**src/rtl/result_drain_pkg.sv**
```systemverilog
// rtl/result_drain_pkg.sv - shared types, constants and saturation helper for result_drain
package result_drain_pkg;

   typedef enum logic [1:0] {
      ST_IDLE,
      ST_DRAIN,
      ST_FLUSH,
      ST_DONE
   } state_e;

   localparam int ADDR_W    = 10;
   localparam int SAT_MAX_W = 64;

   // Signed clamp of an in_w-bit value into out_w bits; caller keeps the low out_w bits.
   function automatic logic [SAT_MAX_W-1:0] sat_narrow(input logic [SAT_MAX_W-1:0] din,
                                                       input int in_w,
                                                       input int out_w);
      logic signed [SAT_MAX_W-1:0] v;
      logic signed [SAT_MAX_W-1:0] hi;
      logic signed [SAT_MAX_W-1:0] lo;
      v  = $signed(din << (SAT_MAX_W - in_w)) >>> (SAT_MAX_W - in_w);
      hi = (64'sd1 <<< (out_w - 1)) - 64'sd1;
      lo = -hi - 64'sd1;
      if (v > hi) begin
         return $unsigned(hi);
      end else if (v < lo) begin
         return $unsigned(lo);
      end
      return $unsigned(v);
   endfunction

endpackage

```
**src/rtl/drain_lane_fifo.sv**
```systemverilog
// rtl/drain_lane_fifo.sv - first-word-fall-through lane buffer for result_drain
module drain_lane_fifo #(
   parameter int WIDTH = 32,
   parameter int DEPTH = 2
) (
   input  logic             clk,
   input  logic             rst_n,
   input  logic             push,
   input  logic             pop,
   input  logic [WIDTH-1:0] din,
   output logic [WIDTH-1:0] dout,
   output logic             empty,
   output logic             full
);

   localparam int AW = (DEPTH > 1) ? $clog2(DEPTH) : 1;
   localparam int CW = $clog2(DEPTH + 1);

   logic [WIDTH-1:0] mem_q [DEPTH];
   logic [AW-1:0]    wr_ptr_q, wr_ptr_d;
   logic [AW-1:0]    rd_ptr_q, rd_ptr_d;
   logic [CW-1:0]    count_q, count_d;
   logic             do_push;
   logic             do_pop;

   function automatic logic [AW-1:0] ptr_inc(input logic [AW-1:0] p);
      return (p == AW'(DEPTH - 1)) ? '0 : p + AW'(1);
   endfunction

   assign empty   = (count_q == '0);
   assign full    = (count_q == CW'(DEPTH));
   assign do_pop  = pop && !empty;
   // A full lane still accepts a word when its head leaves in the same cycle.
   assign do_push = push && (!full || do_pop);
   assign dout    = mem_q[rd_ptr_q];

   always_comb begin
      wr_ptr_d = wr_ptr_q;
      rd_ptr_d = rd_ptr_q;
      count_d  = count_q + CW'(do_push) - CW'(do_pop);
      if (do_push) begin
         wr_ptr_d = ptr_inc(wr_ptr_q);
      end
      if (do_pop) begin
         rd_ptr_d = ptr_inc(rd_ptr_q);
      end
   end

   always_ff @(posedge clk or negedge rst_n) begin
      if (!rst_n) begin
         wr_ptr_q <= '0;
         rd_ptr_q <= '0;
         count_q  <= '0;
      end else begin
         wr_ptr_q <= wr_ptr_d;
         rd_ptr_q <= rd_ptr_d;
         count_q  <= count_d;
      end
   end

   always_ff @(posedge clk) begin
      if (do_push) begin
         mem_q[wr_ptr_q] <= din;
      end
   end

endmodule

```
**src/rtl/result_drain.sv**
```systemverilog
// rtl/result_drain.sv - systolic result write-back: lane FIFOs, narrowing, lane-major SRAM writes
// Optional saturation on narrowing when RESULT_DRAIN_SAT_EN is defined.
module result_drain
   import result_drain_pkg::*;
#(
   parameter int datawith   = 16,
   parameter int acc_width  = 32,
   parameter int array_size = 2
) (
   input  logic                           clk,
   input  logic                           rst_n,
   input  logic                           write_start,
   input  logic [ADDR_W-1:0]              base_addr,
   input  logic [array_size-1:0]          result_valid,
   input  logic [array_size*acc_width-1:0] result_data,
   output logic                           sram_wr,
   output logic [ADDR_W-1:0]              sram_addr,
   output logic [datawith-1:0]            sram_wdata,
   output logic                           busy,
   output logic                           write_done,
   output logic                           overflow_err
);

   localparam int N_WORDS = array_size * array_size;
   localparam int LW      = (array_size > 1) ? $clog2(array_size) : 1;
   localparam int CW      = $clog2(N_WORDS + 1);

   state_e               state_q, state_d;
   logic [LW-1:0]        lane_sel_q, lane_sel_d;
   logic [LW-1:0]        idx_q, idx_d;
   logic [CW-1:0]        word_cnt_q, word_cnt_d;
   logic [ADDR_W-1:0]    base_q, base_d;
   logic                 sram_wr_q, sram_wr_d;
   logic [ADDR_W-1:0]    sram_addr_q, sram_addr_d;
   logic [datawith-1:0]  sram_wdata_q, sram_wdata_d;
   logic                 overflow_q, overflow_d;

   logic [acc_width-1:0] lane_dout [array_size];
   logic [array_size-1:0] lane_empty;
   logic [array_size-1:0] lane_full;
   logic [array_size-1:0] lane_pop;
   logic [acc_width-1:0] head;
   logic [datawith-1:0]  narrowed;
   logic                 pop_any;

   for (genvar k = 0; k < array_size; k++) begin : g_lane
      // Only the selected lane may pop, which keeps the writes lane-major.
      assign lane_pop[k] = (state_q == ST_DRAIN) && (lane_sel_q == LW'(k)) && !lane_empty[k];

      drain_lane_fifo #(
         .WIDTH(acc_width),
         .DEPTH(array_size)
      ) u_fifo (
         .clk  (clk),
         .rst_n(rst_n),
         .push (result_valid[k]),
         .pop  (lane_pop[k]),
         .din  (result_data[k*acc_width +: acc_width]),
         .dout (lane_dout[k]),
         .empty(lane_empty[k]),
         .full (lane_full[k])
      );
   end

   assign head    = lane_dout[lane_sel_q];
   assign pop_any = |lane_pop;

`ifdef RESULT_DRAIN_SAT_EN
   assign narrowed = datawith'(sat_narrow(SAT_MAX_W'(head), acc_width, datawith));
`else
   assign narrowed = head[datawith-1:0];
`endif

   always_comb begin
      state_d      = state_q;
      lane_sel_d   = lane_sel_q;
      idx_d        = idx_q;
      word_cnt_d   = word_cnt_q;
      base_d       = base_q;
      sram_wr_d    = 1'b0;
      sram_addr_d  = sram_addr_q;
      sram_wdata_d = sram_wdata_q;
      overflow_d   = overflow_q | (|(result_valid & lane_full & ~lane_pop));

      case (state_q)
         ST_IDLE, ST_DONE: begin
            if (write_start) begin
               base_d     = base_addr;
               lane_sel_d = '0;
               idx_d      = '0;
               word_cnt_d = '0;
               state_d    = ST_DRAIN;
            end
         end
         ST_DRAIN: begin
            if (pop_any) begin
               sram_wr_d    = 1'b1;
               sram_addr_d  = base_q + ADDR_W'(word_cnt_q);
               sram_wdata_d = narrowed;
               word_cnt_d   = word_cnt_q + CW'(1);
               if (idx_q == LW'(array_size - 1)) begin
                  idx_d      = '0;
                  lane_sel_d = lane_sel_q + LW'(1);
               end else begin
                  idx_d = idx_q + LW'(1);
               end
               if (word_cnt_q == CW'(N_WORDS - 1)) begin
                  state_d = ST_FLUSH;
               end
            end
         end
         ST_FLUSH: state_d = ST_DONE;
         default:  state_d = ST_IDLE;
      endcase
   end

   always_ff @(posedge clk or negedge rst_n) begin
      if (!rst_n) begin
         state_q      <= ST_IDLE;
         lane_sel_q   <= '0;
         idx_q        <= '0;
         word_cnt_q   <= '0;
         base_q       <= '0;
         sram_wr_q    <= 1'b0;
         sram_addr_q  <= '0;
         sram_wdata_q <= '0;
         overflow_q   <= 1'b0;
      end else begin
         state_q      <= state_d;
         lane_sel_q   <= lane_sel_d;
         idx_q        <= idx_d;
         word_cnt_q   <= word_cnt_d;
         base_q       <= base_d;
         sram_wr_q    <= sram_wr_d;
         sram_addr_q  <= sram_addr_d;
         sram_wdata_q <= sram_wdata_d;
         overflow_q   <= overflow_d;
      end
   end

   assign sram_wr      = sram_wr_q;
   assign sram_addr    = sram_addr_q;
   assign sram_wdata   = sram_wdata_q;
   assign overflow_err = overflow_q;
   assign busy         = (state_q == ST_DRAIN) || (state_q == ST_FLUSH);
   assign write_done   = (state_q == ST_DONE);

endmodule

```
**config.mk**
```make
export PLATFORM = sky130hd
export DESIGN_NAME = result_drain
export DESIGN_NICKNAME = d
export VERILOG_FILES = /design/src/rtl/result_drain_pkg.sv /design/src/rtl/drain_lane_fifo.sv /design/src/rtl/result_drain.sv
export SDC_FILE = /design/constraint.sdc
export NUM_CORES = 1
export LEC_CHECK = 0
export ABC_AREA = 1
export BUFFER_PORTS_ARGS = -buffer_cell sky130_fd_sc_hd__buf_2
export CAP_MARGIN = 20
export CORE_MARGIN = 8
export CORE_UTILIZATION = 49
export DETAILED_ROUTE_END_ITERATION = 6
export HOLD_SLACK_MARGIN = 0.03
export PLACE_DENSITY = 0.86
export SKIP_CTS_REPAIR_TIMING = 1
export SLEW_MARGIN = 40
export SYNTH_ARGS = -nofsm -noshare
export SYNTH_HDL_FRONTEND = slang
export SYNTH_SLANG_ARGS = --single-unit
```
**constraint.sdc**
```tcl
create_clock -name clk -period 2.1 [get_ports clk]
set_clock_uncertainty 0.05 [all_clocks]
set_input_delay 0.42 -clock clk [delete_from_list [all_inputs] [get_ports clk]]
set_output_delay 0.42 -clock clk [all_outputs]
set_load 0.01 [all_outputs]
```
==> results.py <==
metrics = {
    "grt": {
        "grt_usage_pct": 17.21,
        "grt_pass1_vias": 3739,
        "grt.overflow.total": 0,
        "antenna_found_initial": 1,
        "grt_max_degree": 54,
        "grt_pass1_wl_um": 17370,
    },
    "clock_tree": {
        "clk_latency_ns": 0.51,
        "ctsHtreeMaxLevel": 4,
        "numCtsBuffers": 17,
        "cts_max_path_buffers": 2,
        "cts_tree": "done",
        "clkSinkCount": 117,
        "clk_pin_slew_worst_paths_ns": 0.06,
        "cts_root_buffer": "clkbuf_8",
    },
    "synthesis": {
        "synth_seq_cells": 117,
        "synth_edf_count": 64,
        "synth.avg_cell_area_um2": 11.30,
        "seq_area_frac_synth_pct": 65.51,
        "synthesis.nets": 528,
        "ys_types": 32,
        "syn_area_um2": 4959,
        "synth_cells": 439,
        "synth_ff_type": "edfxtp_1",
        "ys_async_sr_fraction_pct": 45.30,
        "yosys_warnings": 0,
    },
    "final_layout": {
        "areaGrowthSynthToFinish_pct": 25.06,
        "final_common_cell": "nor2_1",
        "layout.cells.non_filler": 686,
        "drive_gt1_share_pct": 28.26,
        "layout_common_cells": "nor2_1 (99), buf_2 (76), edfxtp_1 (64), nand2_1 (58), dfrtp_1 (53)",
        "nNetsFinal": 628,
    },
    "status": {
        "failed_checks": "hold timing",
        "status": "complete, but fails checks",
    },
    "drt": {
        "wl_met3_um": 772,
        "wl_per_cell_um": 16.31,
        "post-route-drc-count": 0,
        "vias_per_cell": 5.270,
        "highest_layer": "met4",
        "wl_met1_um": 4329,
        "ant_nets": 0,
        "vias": 3615,
        "first_pass_iters": 4,
        "drtIter0Drc": 280,
        "dr_wl_met2_um": 5701,
        "totalWireLength_um": 11190,
    },
    "sta": {
        "hold_viol_final": 31,
        "layout_min_cycle_time_ns": 1.991,
        "rsz0062_at_grt": "no",
        "slew_violations": 0,
        "worst_pin_slew_ns": 0.6717,
        "fin_hold_ws_ns": -0.02264,
        "max_slew_margin_pct": 55.22,
        "min_period_over_period_pct": 94.83,
        "setup_viol": 0,
        "setup_tns_ns": 0,
        "max_freq_ghz": 0.5022,
        "setup_ws_ns": 0.1086,
    },
    "power": {
        "powerDensity_nw_per_um2": 1700,
        "p_leak_nw": 2.652,
        "peakVddDrop_mv": 0.9047,
        "total_power_mw": 10.54,
    },
    "place": {
        "placed_cells": 649,
        "place.gp.congestion": 0.8577,
        "dp_slack_ns": 0.08902,
        "dp_hpwl_um": 7426,
        "io_buffers": 76,
    },
    "die": {
        "ios": 109,
        "core_um2": 9819,
        "die_height_um": 116.6,
        "dieArea_um2": 13590,
        "start_util_pct": 50.50,
        "num_rows": 36,
        "die_x_um": 116.6,
    },
    "worst_setup_path": {
        "rrSetupSlack_ns": 0.14,
        "rr_worst_depth": 9,
        "required_ns": 1.63,
        "cp.arrival_ns": 1.52,
        "r2r_end": "g_lane[0].u_fifo.mem_q[0][3]",
        "cp-start-kind": "flop",
        "crit_path_max_fanout": 5,
        "path_class": "reg2out",
        "worstSetupEndpointType": "output pin",
        "r2r-start": "state_q[1]",
    },
    "run": {
        "cap_violations": 0,
    },
    "min_path": {
        "min_path_type": "in2async",
    },
}
-- flip-flops by register name (all words and copies together), names as in the netlist --
name                    cells
g_lane.u_fifo.mem_q        64
sram_wdata                 16
base_q                     10
sram_addr                  10
g_lane.u_fifo.count_q       4
word_cnt_q                  3
g_lane.u_fifo.rd_ptr_q      2
g_lane.u_fifo.wr_ptr_q      2
state_q                     2
idx_q                       1
lane_sel_q                  1
overflow_err                1
sram_wr                     1
-- cells in the mapped netlist (2+ instances only) --
cell | n | area, um^2
nor2_1 | 103 | 386.6
edfxtp_1 | 64 | 1922
nand2_1 | 58 | 217.7
dfrtp_1 | 53 | 1326
o21ai_0 | 35 | 175.2
inv_1 | 24 | 90.09
nand3_1 | 16 | 80.08
a31oi_2 | 14 | 175.2
a21oi_1 | 9 | 45.04
ha_1 | 9 | 112.6
nand4_1 | 9 | 56.30
buf_2 | 5 | 25.02
a31oi_1 | 4 | 25.02
clkbuf_1 | 4 | 15.01
inv_2 | 4 | 15.01
xnor2_1 | 4 | 35.03
mux2_2 | 3 | 33.78
xor2_1 | 3 | 26.28
buf_6 | 2 | 22.52
buf_8 | 2 | 30.03
nand3_2 | 2 | 20.02
nor2_4 | 2 | 22.52
-- worst max-delay path: stages, from the launching register on --
cell and delay, ns:
dfrtp_1 0.39, inv_1 0.07, ha_2 0.27, inv_1 0.13, buf_2 0.16
-- cell type report --
| type | count | area (um^2) |
|---|---|---|
| Sequential cell | 117 | 3248 |
| Clock buffer | 19 | 421.7 |
| Timing Repair Buffer | 95 | 558.0 |
| Inverter | 28 | 105.1 |
| Fill cell | 734 | 3618 |
| Multi-Input combinational cell | 280 | 1518 |
| Clock inverter | 13 | 181.4 |
| Antenna cell | 1 | 2.502 |
| Tap cell | 133 | 166.4 |
-- stage by stage --
step,util [%],instance area (um^2)
4_1_cts,62.69,6156
2_1_floorplan,-,4969
5_1_grt,63.15,6201
6_report,63.15,6201
3_5_place_dp,56.55,5553
3_3_place_gp,56.55,5553
-- per-layer routing --
layer  track usage (%)  vias up
met1             18.20     1743
met4             10.41        0
li1                  -     1695
met3             4.498       32
met5                 0        -
met2             30.28      145
-- where the power goes --
part           switching (mW)  leakage, nW  total (mW)  internal [mW]
Combinational            2.45         1.16        3.88           1.44
Sequential              0.452         1.20        3.74           3.29
Clock                    1.00        0.292        2.92           1.92
Total                    3.90         2.65        10.5           6.65
-- kinds of logic after synthesis --
kind of cell / after synthesis / share of synthesized area (%)
AND/OR/NAND/NOR: 196 / 16.86
flip-flops: 117 / 65.51
AO/OA/AOI/OAI: 64 / 8.907
buffers and inverters: 42 / 4.138
adder cells (fa/ha/maj): 10 / 2.675
XOR/XNOR: 7 / 1.236
multiplexers: 3 / 0.6813
-- how the worst max path moves through the flow --
| stage | startpoint | endpoint | cells after the start | slack, ns |
|---|---|---|---|---|
| after floorplan | state_q[1] | g_lane[0].u_fifo.mem_q[1][0] | 8 | 0.008 |
| after global placement | state_q[1] | g_lane[0].u_fifo.mem_q[1][11] | 9 | 0.16 |
| after detailed placement | state_q[1] | g_lane[0].u_fifo.mem_q[1][10] | 9 | 0.09 |
| after CTS | state_q[1] | g_lane[0].u_fifo.mem_q[0][3] | 9 | 0.07 |
| after global routing | state_q[1] | busy | 4 | 0.02 |
| final | state_q[1] | busy | 4 | 0.11 |
Power figures use the tool's default switching activity.
